File: config.mk
export PLATFORM = sky130hd
export DESIGN_NAME = mdma_axi_write_engine
export DESIGN_NICKNAME = d
export VERILOG_FILES = /design/src/rtl/mdma_axi_write_engine.sv
export SDC_FILE = /design/constraint.sdc
export NUM_CORES = 1
export LEC_CHECK = 0
export ABC_AREA = 1
export BUFFER_PORTS_ARGS = -buffer_cell sky130_fd_sc_hd__buf_2
export CORE_ASPECT_RATIO = 0.8
export CORE_MARGIN = 10
export CORE_UTILIZATION = 40
export DETAILED_ROUTE_END_ITERATION = 10
export PLACE_DENSITY_LB_ADDON = 0.05
export SLEW_MARGIN = 10
export SYNTH_ARGS = -nofsm -noshare
export SYNTH_HDL_FRONTEND = slang
export SYNTH_SLANG_ARGS = --single-unit
File: constraint.sdc
create_clock -name aclk -period 4.8 [get_ports aclk]
set_input_delay 0 -clock aclk [delete_from_list [all_inputs] [get_ports aclk]]
set_output_delay 0 -clock aclk [all_outputs]
set_load 0.005 [all_outputs]
File: src/rtl/mdma_axi_write_engine.sv
// mdma_axi_write_engine: splits a write command into 4KB-safe INCR bursts fed from a FWFT FIFO.
// Optional burst/stall statistics ports are enabled with `define MDMA_WR_STATS_EN.
module mdma_axi_write_engine #(
  parameter int DATA_W          = 64,
  parameter int ADDR_W          = 32,
  parameter int LEN_W           = 8,
  parameter int MAX_BURST       = 16,
  parameter int BEATS_W         = 16,
  parameter int MAX_OUTSTANDING = 4
) (
  input  logic                  aclk,
  input  logic                  areset,
`ifdef MDMA_WR_STATS_EN
  input  logic                  stat_clr,
  output logic [15:0]           stat_bursts,
  output logic [15:0]           stat_wstall,
`endif
  input  logic                  cmd_valid,
  output logic                  cmd_ready,
  input  logic [ADDR_W-1:0]     cmd_addr,
  input  logic [BEATS_W-1:0]    cmd_beats,
  output logic                  done,
  output logic                  err,
  input  logic                  fifo_empty,
  input  logic [DATA_W-1:0]     fifo_rdata,
  output logic                  fifo_ren,
  output logic [ADDR_W-1:0]     awaddr,
  output logic [LEN_W-1:0]      awlen,
  output logic [2:0]            awsize,
  output logic [1:0]            awburst,
  output logic                  awvalid,
  input  logic                  awready,
  output logic [DATA_W-1:0]     wdata,
  output logic [DATA_W/8-1:0]   wstrb,
  output logic                  wlast,
  output logic                  wvalid,
  input  logic                  wready,
  input  logic [1:0]            bresp,
  input  logic                  bvalid,
  output logic                  bready
);
  localparam int BYTES = DATA_W / 8;
  localparam int BSH   = $clog2(BYTES);
  localparam int CW    = LEN_W + 1;
  typedef enum logic [2:0] {IDLE, ADDR, DATA, DRAIN, FIN} state_t;
  state_t              state_q;
  logic [ADDR_W-1:0]   addr_q, awaddr_q;
  logic [LEN_W-1:0]    awlen_q;
  logic [BEATS_W-1:0]  rem_q;
  logic [CW-1:0]       beat_q;
  logic [3:0]          out_q, out_d;
  logic                awvalid_q, cmd_ready_q, done_q, err_q, sticky_q;
  logic [31:0]         room, blen;
  logic                w_hs, inc, dec;
  logic                unused_bresp0;
  // burst length limited by MAX_BURST, remaining beats and room left in the 4KB page
  always_comb begin
    room = (32'd4096 - 32'(addr_q[11:0])) >> BSH;
    blen = (32'(MAX_BURST) < 32'(rem_q)) ? 32'(MAX_BURST) : 32'(rem_q);
    blen = (room < blen) ? room : blen;
  end
  assign wvalid   = (state_q == DATA) && !fifo_empty;
  assign wlast    = (state_q == DATA) && (beat_q == CW'(1));
  assign w_hs     = wvalid && wready;
  assign fifo_ren = w_hs;
  assign inc      = w_hs && wlast;
  assign dec      = bvalid && (out_q != 4'd0);
  assign out_d    = out_q + 4'(inc) - 4'(dec);
  assign wdata    = fifo_rdata;
  assign wstrb    = '1;
  assign awaddr   = awaddr_q;
  assign awlen    = awlen_q;
  assign awvalid  = awvalid_q;
  assign awsize   = 3'(BSH);
  assign awburst  = 2'b01;
  assign bready   = 1'b1;
  assign cmd_ready = cmd_ready_q;
  assign done     = done_q;
  assign err      = err_q;
  assign unused_bresp0 = bresp[0];
  always_ff @(posedge aclk or negedge areset) begin
    if (!areset) begin
      state_q     <= IDLE;
      addr_q      <= '0;
      awaddr_q    <= '0;
      awlen_q     <= '0;
      rem_q       <= '0;
      beat_q      <= '0;
      out_q       <= '0;
      awvalid_q   <= 1'b0;
      cmd_ready_q <= 1'b1;
      done_q      <= 1'b0;
      err_q       <= 1'b0;
      sticky_q    <= 1'b0;
    end else begin
      done_q <= 1'b0;
      err_q  <= 1'b0;
      out_q  <= out_d;
      if (dec && bresp[1]) sticky_q <= 1'b1;
      case (state_q)
        IDLE: if (cmd_valid) begin
          cmd_ready_q <= 1'b0;
          addr_q      <= cmd_addr & ~ADDR_W'(BYTES - 1);
          rem_q       <= cmd_beats;
          sticky_q    <= 1'b0;
          state_q     <= (cmd_beats == '0) ? FIN : ADDR;
          done_q      <= (cmd_beats == '0);
        end
        ADDR: if (awvalid_q) begin
          if (awready) begin
            awvalid_q <= 1'b0;
            beat_q    <= CW'(blen);
            addr_q    <= addr_q + ADDR_W'(blen << BSH);
            rem_q     <= rem_q - BEATS_W'(blen);
            state_q   <= DATA;
          end
        end else if (out_q < 4'(MAX_OUTSTANDING)) begin
          awvalid_q <= 1'b1;
          awaddr_q  <= addr_q;
          awlen_q   <= LEN_W'(blen - 32'd1);
        end
        DATA: if (w_hs) begin
          beat_q <= beat_q - CW'(1);
          if (wlast) state_q <= (rem_q != '0) ? ADDR : DRAIN;
        end
        DRAIN: if (out_q == 4'd0) begin
          state_q <= FIN;
          done_q  <= 1'b1;
          err_q   <= sticky_q;
        end
        FIN: begin
          state_q     <= IDLE;
          cmd_ready_q <= 1'b1;
        end
        default: state_q <= IDLE;
      endcase
    end
  end
`ifdef MDMA_WR_STATS_EN
  always_ff @(posedge aclk or negedge areset) begin
    if (!areset) begin
      stat_bursts <= '0;
      stat_wstall <= '0;
    end else if (stat_clr) begin
      stat_bursts <= '0;
      stat_wstall <= '0;
    end else begin
      if (awvalid_q && awready && stat_bursts != 16'hFFFF) stat_bursts <= stat_bursts + 16'd1;
      if (state_q == DATA && (fifo_empty || !wready) && stat_wstall != 16'hFFFF) stat_wstall <= stat_wstall + 16'd1;
    end
  end
`endif
endmodule
==> flow_metrics.env, run 1 <==
export IMPL_status="finished clean"
export IMPL_skew_ns=0.008362
export IMPL_synth_top_area_share=0.3355
export IMPL_period_share=0.9135
export IMPL_num_fill_cells=2001
export IMPL_first_iter_violations=385
export IMPL_wl_per_cell_um=15.11
export IMPL_crit_fanout=11
export IMPL_die_w_um=174.2
export IMPL_grt_util_met3=0.03146
export IMPL_grt_usage=0.1665
export IMPL_via_per_inst=4.868
export IMPL_vias=6747
export IMPL_dp_cells=1323
export IMPL_grtUsageMet1=0.2298
export IMPL_worstMarginPinSlew_ns=0.7559
export IMPL_ys_flop_type="dfrtp_1"
export IMPL_critical_path_arrival_ns=4.63
export IMPL_h_tree_depth=3
export IMPL_drt_wl_total_um=20950
export IMPL_cts_tree="done"
export IMPL_fin_nets=1297
export IMPL_antenna_found_initial=0
export IMPL_final_max_slew_viol_count=0
export IMPL_met2_usage=0.2650
export IMPL_cap_violations=0
export IMPL_ys_ff_latch=103
export IMPL_setup_viol=0
export IMPL_drive_gt1_frac=0.1622
export IMPL_layout_min_cycle_time_ns=4.385
export IMPL_synth_edff_count=0
export IMPL_synth_area_mm2=0.007609
export IMPL_multi_input_area_mm2=0.004061
export IMPL_pwr_share_seq=0.233
export IMPL_insertion_delay_ns=0.36
export IMPL_syn_area_per_cell_um2=7.452
export IMPL_grt_busiest_layer="met2"
export IMPL_fp_dieH_um=143.4
export IMPL_r2r_setup_slack_ns=0.42
export IMPL_synth_distinct_cells=50
export IMPL_grt_max_degree=68
export IMPL_netlist_instances=1021
export IMPL_cpPeakStageDelay_ns=0.45
export IMPL_start_util=0.4046
export IMPL_clockBufferDepth=2
export IMPL_layout_cells_non_filler=1386
export IMPL_n_antenna_cell=0
export IMPL_yosysWarnings=0
export IMPL_switching_share=0.4975
export IMPL_crit_type="flop to flop"
export IMPL_grt_pass1_vias=6659
export IMPL_io_buffers=96
export IMPL_leakage_nw=4.420
export IMPL_intPower_mw=3.476
export IMPL_p_per_area_mw_per_mm2=783.0
export IMPL_final_seq_area_mm2=0.002581
export IMPL_syn_to_final_growth_pct=16.08
export IMPL_cp_slowest_cell="dfrtp_2"
export IMPL_layout_commonest_cell="nand2_1"
export IMPL_end_kind="flop"
export IMPL_critPathLaunchType="flop"
export IMPL_synthTopCellsByArea="dfrtp_1, nand2_1, ha_1"
export IMPL_ir_drop_v=0.0002991
export IMPL_slew_headroom=0.4961
export IMPL_hold_violations=0
export IMPL_overflow=0
export IMPL_root_buffer="clkbuf_16"
export IMPL_numCtsBuffers=9
export IMPL_cpMostUsedCell="nand2_1"
export IMPL_first_pass_iters=4
export IMPL_ant_nets=0
export IMPL_io_pins=246
export IMPL_cp_required_ns=5.05
export IMPL_row_count=45
export IMPL_yosysTopAreaCell="dfrtp_1"
export IMPL_clk_pin_slew_worst_paths_ns=0.07
export IMPL_max_freq_mhz=228.1
export IMPL_core_area_mm2=0.01881
export IMPL_gp_congestion=0.8462
export IMPL_switchingPower_mw=3.440
export IMPL_die_area_mm2=0.02497
export IMPL_yosysSeqAreaShare=0.3389
export IMPL_clock_power_share=0.107
export IMPL_grt_pass1_wl_um=34020
export IMPL_hold_class="input port to primary output"
export IMPL_hold_ws_ns=0.000001424
export IMPL_clock_sinks=103
export IMPL_drcViolationCount=0
export IMPL_p_comb_frac=0.661
export IMPL_ys_async_sr_fraction=1.000
export IMPL_mostFrequentLayoutCells="nand2_1, inv_1, dfrtp_1"
export IMPL_dp_hpwl_um=15680
power by group through the flow:
stage	clock, mW	combinational (mW)	sequential, mW
after floorplan	0	3.18	1.56
after global placement	0	4.43	1.62
after detailed placement	0	4.42	1.62
after CTS	0.767	4.48	1.61
after global routing	0.794	5.25	1.67
final	0.737	4.57	1.61
sequential cells by signal (all words and copies together) (netlist names):
signal and count:
err 1, done 1, state_q 3, cmd_ready 1
rem_q 16, out_q 4, awaddr 29, beat_q 9
awlen 8, awvalid 1, addr_q 29, sticky_q 1
area by class of cell:
| class | instances | share of cell area |
|---|---|---|
| clock buffer | 10 | 0.02592 |
| clock inverter | 6 | 0.006092 |
| inverter | 116 | 0.04930 |
| multi-input combinational | 723 | 0.4598 |
| sequential | 103 | 0.2923 |
| tap | 258 | 0.03655 |
| timing repair buffer | 170 | 0.1300 |
through the flow:
step | setup TNS, ns | setup slack (ns) | power (mW) | utilization | cell area (µm²)
2_1_floorplan | 0 | 0.4862 | 4.738 | - | 7721
3_3_place_gp | 0 | 0.2006 | 6.045 | 0.4266 | 8023
3_5_place_dp | 0 | 0.1688 | 6.040 | 0.4266 | 8023
4_1_cts | 0 | 0.1434 | 6.849 | 0.4651 | 8746
5_1_grt | -0.04977 | -0.01779 | 7.719 | 0.4697 | 8832
6_report | 0 | 0.4151 | 6.916 | 0.4697 | 8832
per-layer routing:
layer,up-vias,wire length (µm),share of wire
met5,-,0,0
met4,0,186,0.0089
met3,24,924,0.044
met2,120,9309,0.44
met1,3127,10530,0.50
li1,3476,-,-
worst paths after layout:
path | start | to | depth (start not counted)
worst max-delay path | addr_q[3] | addr_q[31] | 29
worst min-delay path | fifo_rdata[16] | wdata[16] | 0
worst max register to register | addr_q[3] | addr_q[31] | 29
worst min register to register | awaddr[23] | awaddr[23] | 2
max in group asynchronous | areset | addr_q[4] | 3
min in group asynchronous | areset | awaddr[21] | 2
cell usage after synthesis (all sizes together), types with 14 or more instances:
cell / number
nand2: 210
o21ai: 116
xnor2: 14
nor2: 77
buf: 90
a21oi: 53
o22ai: 17
nand3: 43
clkbuf: 19
nor3: 15
xor2: 20
o211ai: 16
inv: 115
ha: 50
dfrtp: 102
logic make-up after synthesis:
group / after synthesis / synth area share
adder cells (fa/ha/maj): 53 / 0.09012
AND/OR/NAND/NOR: 373 / 0.2079
flip-flops: 103 / 0.3389
buffers and inverters: 225 / 0.1523
AO/OA/AOI/OAI: 231 / 0.1707
XOR/XNOR: 34 / 0.03914
other: 2 / 0.0009870
critical path, delay by kind of cell (launching register included):
kind                     cells  cell delay (ns)
AO/OA/AOI/OAI                9             1.27
AND/OR/NAND/NOR             11             0.94
buffers and inverters        5             0.69
adder cells (fa/ha/maj)      3             0.68
flip-flops                   1             0.45
XOR/XNOR                     1             0.21
repair_timing:
action                                 CTS  global route
buffers inserted                         0             3
setup endpoints to repair                0            24
endpoints found under the hold margin   96             0
hold buffers                            44             0
gates resized for setup                  0            23
(Power assumes the default switching activity.)
==> run 2, diff against run 1 <==
--- a/config.mk
+++ b/config.mk
@@ -8,7 +8,7 @@
 export ABC_AREA = 1
 export BUFFER_PORTS_ARGS = -buffer_cell sky130_fd_sc_hd__buf_2
 export CORE_ASPECT_RATIO = 0.8
-export CORE_MARGIN = 10
+export CORE_MARGIN = 3
 export CORE_UTILIZATION = 40
 export DETAILED_ROUTE_END_ITERATION = 10
 export PLACE_DENSITY_LB_ADDON = 0.05
==> constraint.sdc (replaced) <==
create_clock -name aclk -period 5.5 [get_ports aclk]
set_input_delay 0 -clock aclk [delete_from_list [all_inputs] [get_ports aclk]]
set_output_delay 0 -clock aclk [all_outputs]
set_load 0.005 [all_outputs]
==> flow_metrics.env, run 2 (same netlist as run 1, synthesis figures left out) <==
export IMPL_status="finished clean"
export IMPL_drcViolationCount=0
export IMPL_tns_ns=0
export IMPL_ir_drop_v=0.0002807
export IMPL_io_pins=246
export IMPL_final_seq_area_mm2=0.002579
export IMPL_crit_type="flop to flop"
export IMPL_layout_cells_non_filler=1363
export IMPL_first_iter_violations=394
export IMPL_drt_wl_total_um=20030
export IMPL_final_max_slew_viol_count=0
export IMPL_p_per_area_mw_per_mm2=674.6
export IMPL_rsz0062_at_grt="false"
export IMPL_worstMarginPinSlew_ns=0.8283
export IMPL_die_w_um=160.2
export IMPL_fp_dieH_um=129.4
export IMPL_clockBufferDepth=2
export IMPL_mostFrequentLayoutCells="nand2_1, inv_1, o21ai_0, dfrtp_1, buf_2"
export IMPL_cts_tree="done"
export IMPL_cpPeakStageDelay_ns=0.46
export IMPL_layout_commonest_cell="nand2_1"
export IMPL_vias=6611
export IMPL_via_per_inst=4.850
export IMPL_period_share=0.9052
export IMPL_drive_gt1_frac=0.1315
export IMPL_core_area_mm2=0.01839
export IMPL_crit_fanout=11
export IMPL_io_buffers=96
export IMPL_antenna_found_initial=0
export IMPL_h_tree_depth=3
export IMPL_hold_violations=0
export IMPL_hold_class="input port to primary output"
export IMPL_num_fill_cells=1924
export IMPL_dp_hpwl_um=14750
export IMPL_grt_pass1_vias=6309
export IMPL_cp_required_ns=5.75
export IMPL_fin_nets=1279
export IMPL_first_pass_iters=5
export IMPL_critical_path_arrival_ns=5.23
export IMPL_grt_max_degree=67
export IMPL_start_util=0.4138
export IMPL_numCtsBuffers=9
export IMPL_multi_input_area_mm2=0.004011
export IMPL_place_area_mm2=0.007896
export IMPL_leakage_nw=4.340
export IMPL_cap_violations=0
export IMPL_cts_setup_buffers=0
export IMPL_row_count=44
export IMPL_gp_congestion=0.8265
export IMPL_grt_pass1_wl_um=32640
export IMPL_n_antenna_cell=0
export IMPL_skew_ns=0.006922
export IMPL_design_area_mm2=0.008672
export IMPL_grt_usage=0.1956
export IMPL_wl_per_cell_um=14.70
export IMPL_overflow=0
export IMPL_path_delay_family="compound AO/OA/AOI/OAI gates"
export IMPL_max_freq_mhz=200.9
export IMPL_final_util=0.4716
export IMPL_clock_sinks=103
export IMPL_dp_cells=1302
export IMPL_slew_headroom=0.4478
export IMPL_cp_slowest_cell="dfrtp_1"
export IMPL_cp_num_buf_inv=2
export IMPL_setup_viol=0
export IMPL_root_buffer="clkbuf_16"
export IMPL_end_kind="flop"
export IMPL_insertion_delay_ns=0.36
export IMPL_critPathLaunchType="flop"
export IMPL_ant_nets=0
export IMPL_layout_min_cycle_time_ns=4.979
export IMPL_syn_to_final_growth_pct=13.98
export IMPL_cpMostUsedCell="nand2_1"
export IMPL_die_area_mm2=0.02072
export IMPL_clk_pin_slew_worst_paths_ns=0.08
## run 2: timing repair
item / CTS / global route
endpoints found under the setup margin: 0 / 6
resized for setup: 0 / 2
endpoints found under the hold margin: 86 / 0
hold buffers: 45 / 0
## run 2: per-stage QoR
stage / hold WS, ns / power, mW / setup WS [ns]
floorplan: -0.2956 / 4.135 / 1.186
global placement: 0.00003458 / 5.128 / 0.3893
detailed placement: 0.00003458 / 5.123 / 0.3308
CTS: 0.00003458 / 5.882 / 0.2877
global route: 0.000007965 / 6.514 / 0.0008669
finish: 0.000001424 / 5.850 / 0.5212
## run 2: layer usage
layer	wire, µm	share of wire	vias to the layer above	GRT usage
met4	198	0.0099	0	0.03929
met3	860	0.043	24	0.03260
met2	8722	0.44	120	0.3072
met1	10250	0.51	3028	0.2869
met5	0	0	-	0
li1	-	-	3439	-
## run 2: report_power, final
part           internal (mW)  leakage [nW]  switching, mW
logic                   1.43          2.93           2.32
registers               1.13          1.26          0.269
clock network          0.374         0.152          0.328
total                   2.93          4.34           2.92
## run 2: cell type report
type	count	area share
timing repair buffer	152	0.1172
clock buffer	10	0.02756
clock inverter	6	0.008657
multi-input combinational	723	0.4626
inverter	116	0.05021
tap	253	0.03650
sequential	103	0.2974
## run 2: worst reg2reg max path, cell delays in order (launching register included)
cell	delay, ns
dfrtp_1	0.46
inv_1	0.14
ha_1	0.15
nand3_1	0.12
nor2_1	0.11
nand2_1	0.08
nor3_1	0.18
xor2_1	0.23
ha_1	0.28
a21oi_1	0.14
o21ai_0	0.10
a21oi_1	0.40
nand2_2	0.20
nand2_1	0.09
nand2_1	0.15
inv_1	0.16
ha_1	0.31
a21oi_1	0.15
nand2_1	0.10
a21oi_1	0.24
o21ai_1	0.14
a21oi_1	0.36
o21ai_4	0.17
nand4_1	0.11
nand2_1	0.05
o21ai_0	0.18
nand2_1	0.07
## run 2: path summary, 6_finish.rpt
check / startpoint / end / slack [ns] / cells after the start
setup / recovery: addr_q[4] / addr_q[31] / 0.52 / 26
hold / removal: fifo_rdata[43] / wdata[43] / 0.000001 / 0
setup reg to reg: addr_q[4] / addr_q[31] / 0.52 / 26
hold reg to reg: awaddr[31] / awaddr[31] / 0.48 / 2
max in group asynchronous: areset / addr_q[5] / 4.08 / 3
min in group asynchronous: areset / addr_q[21] / 0.18 / 2
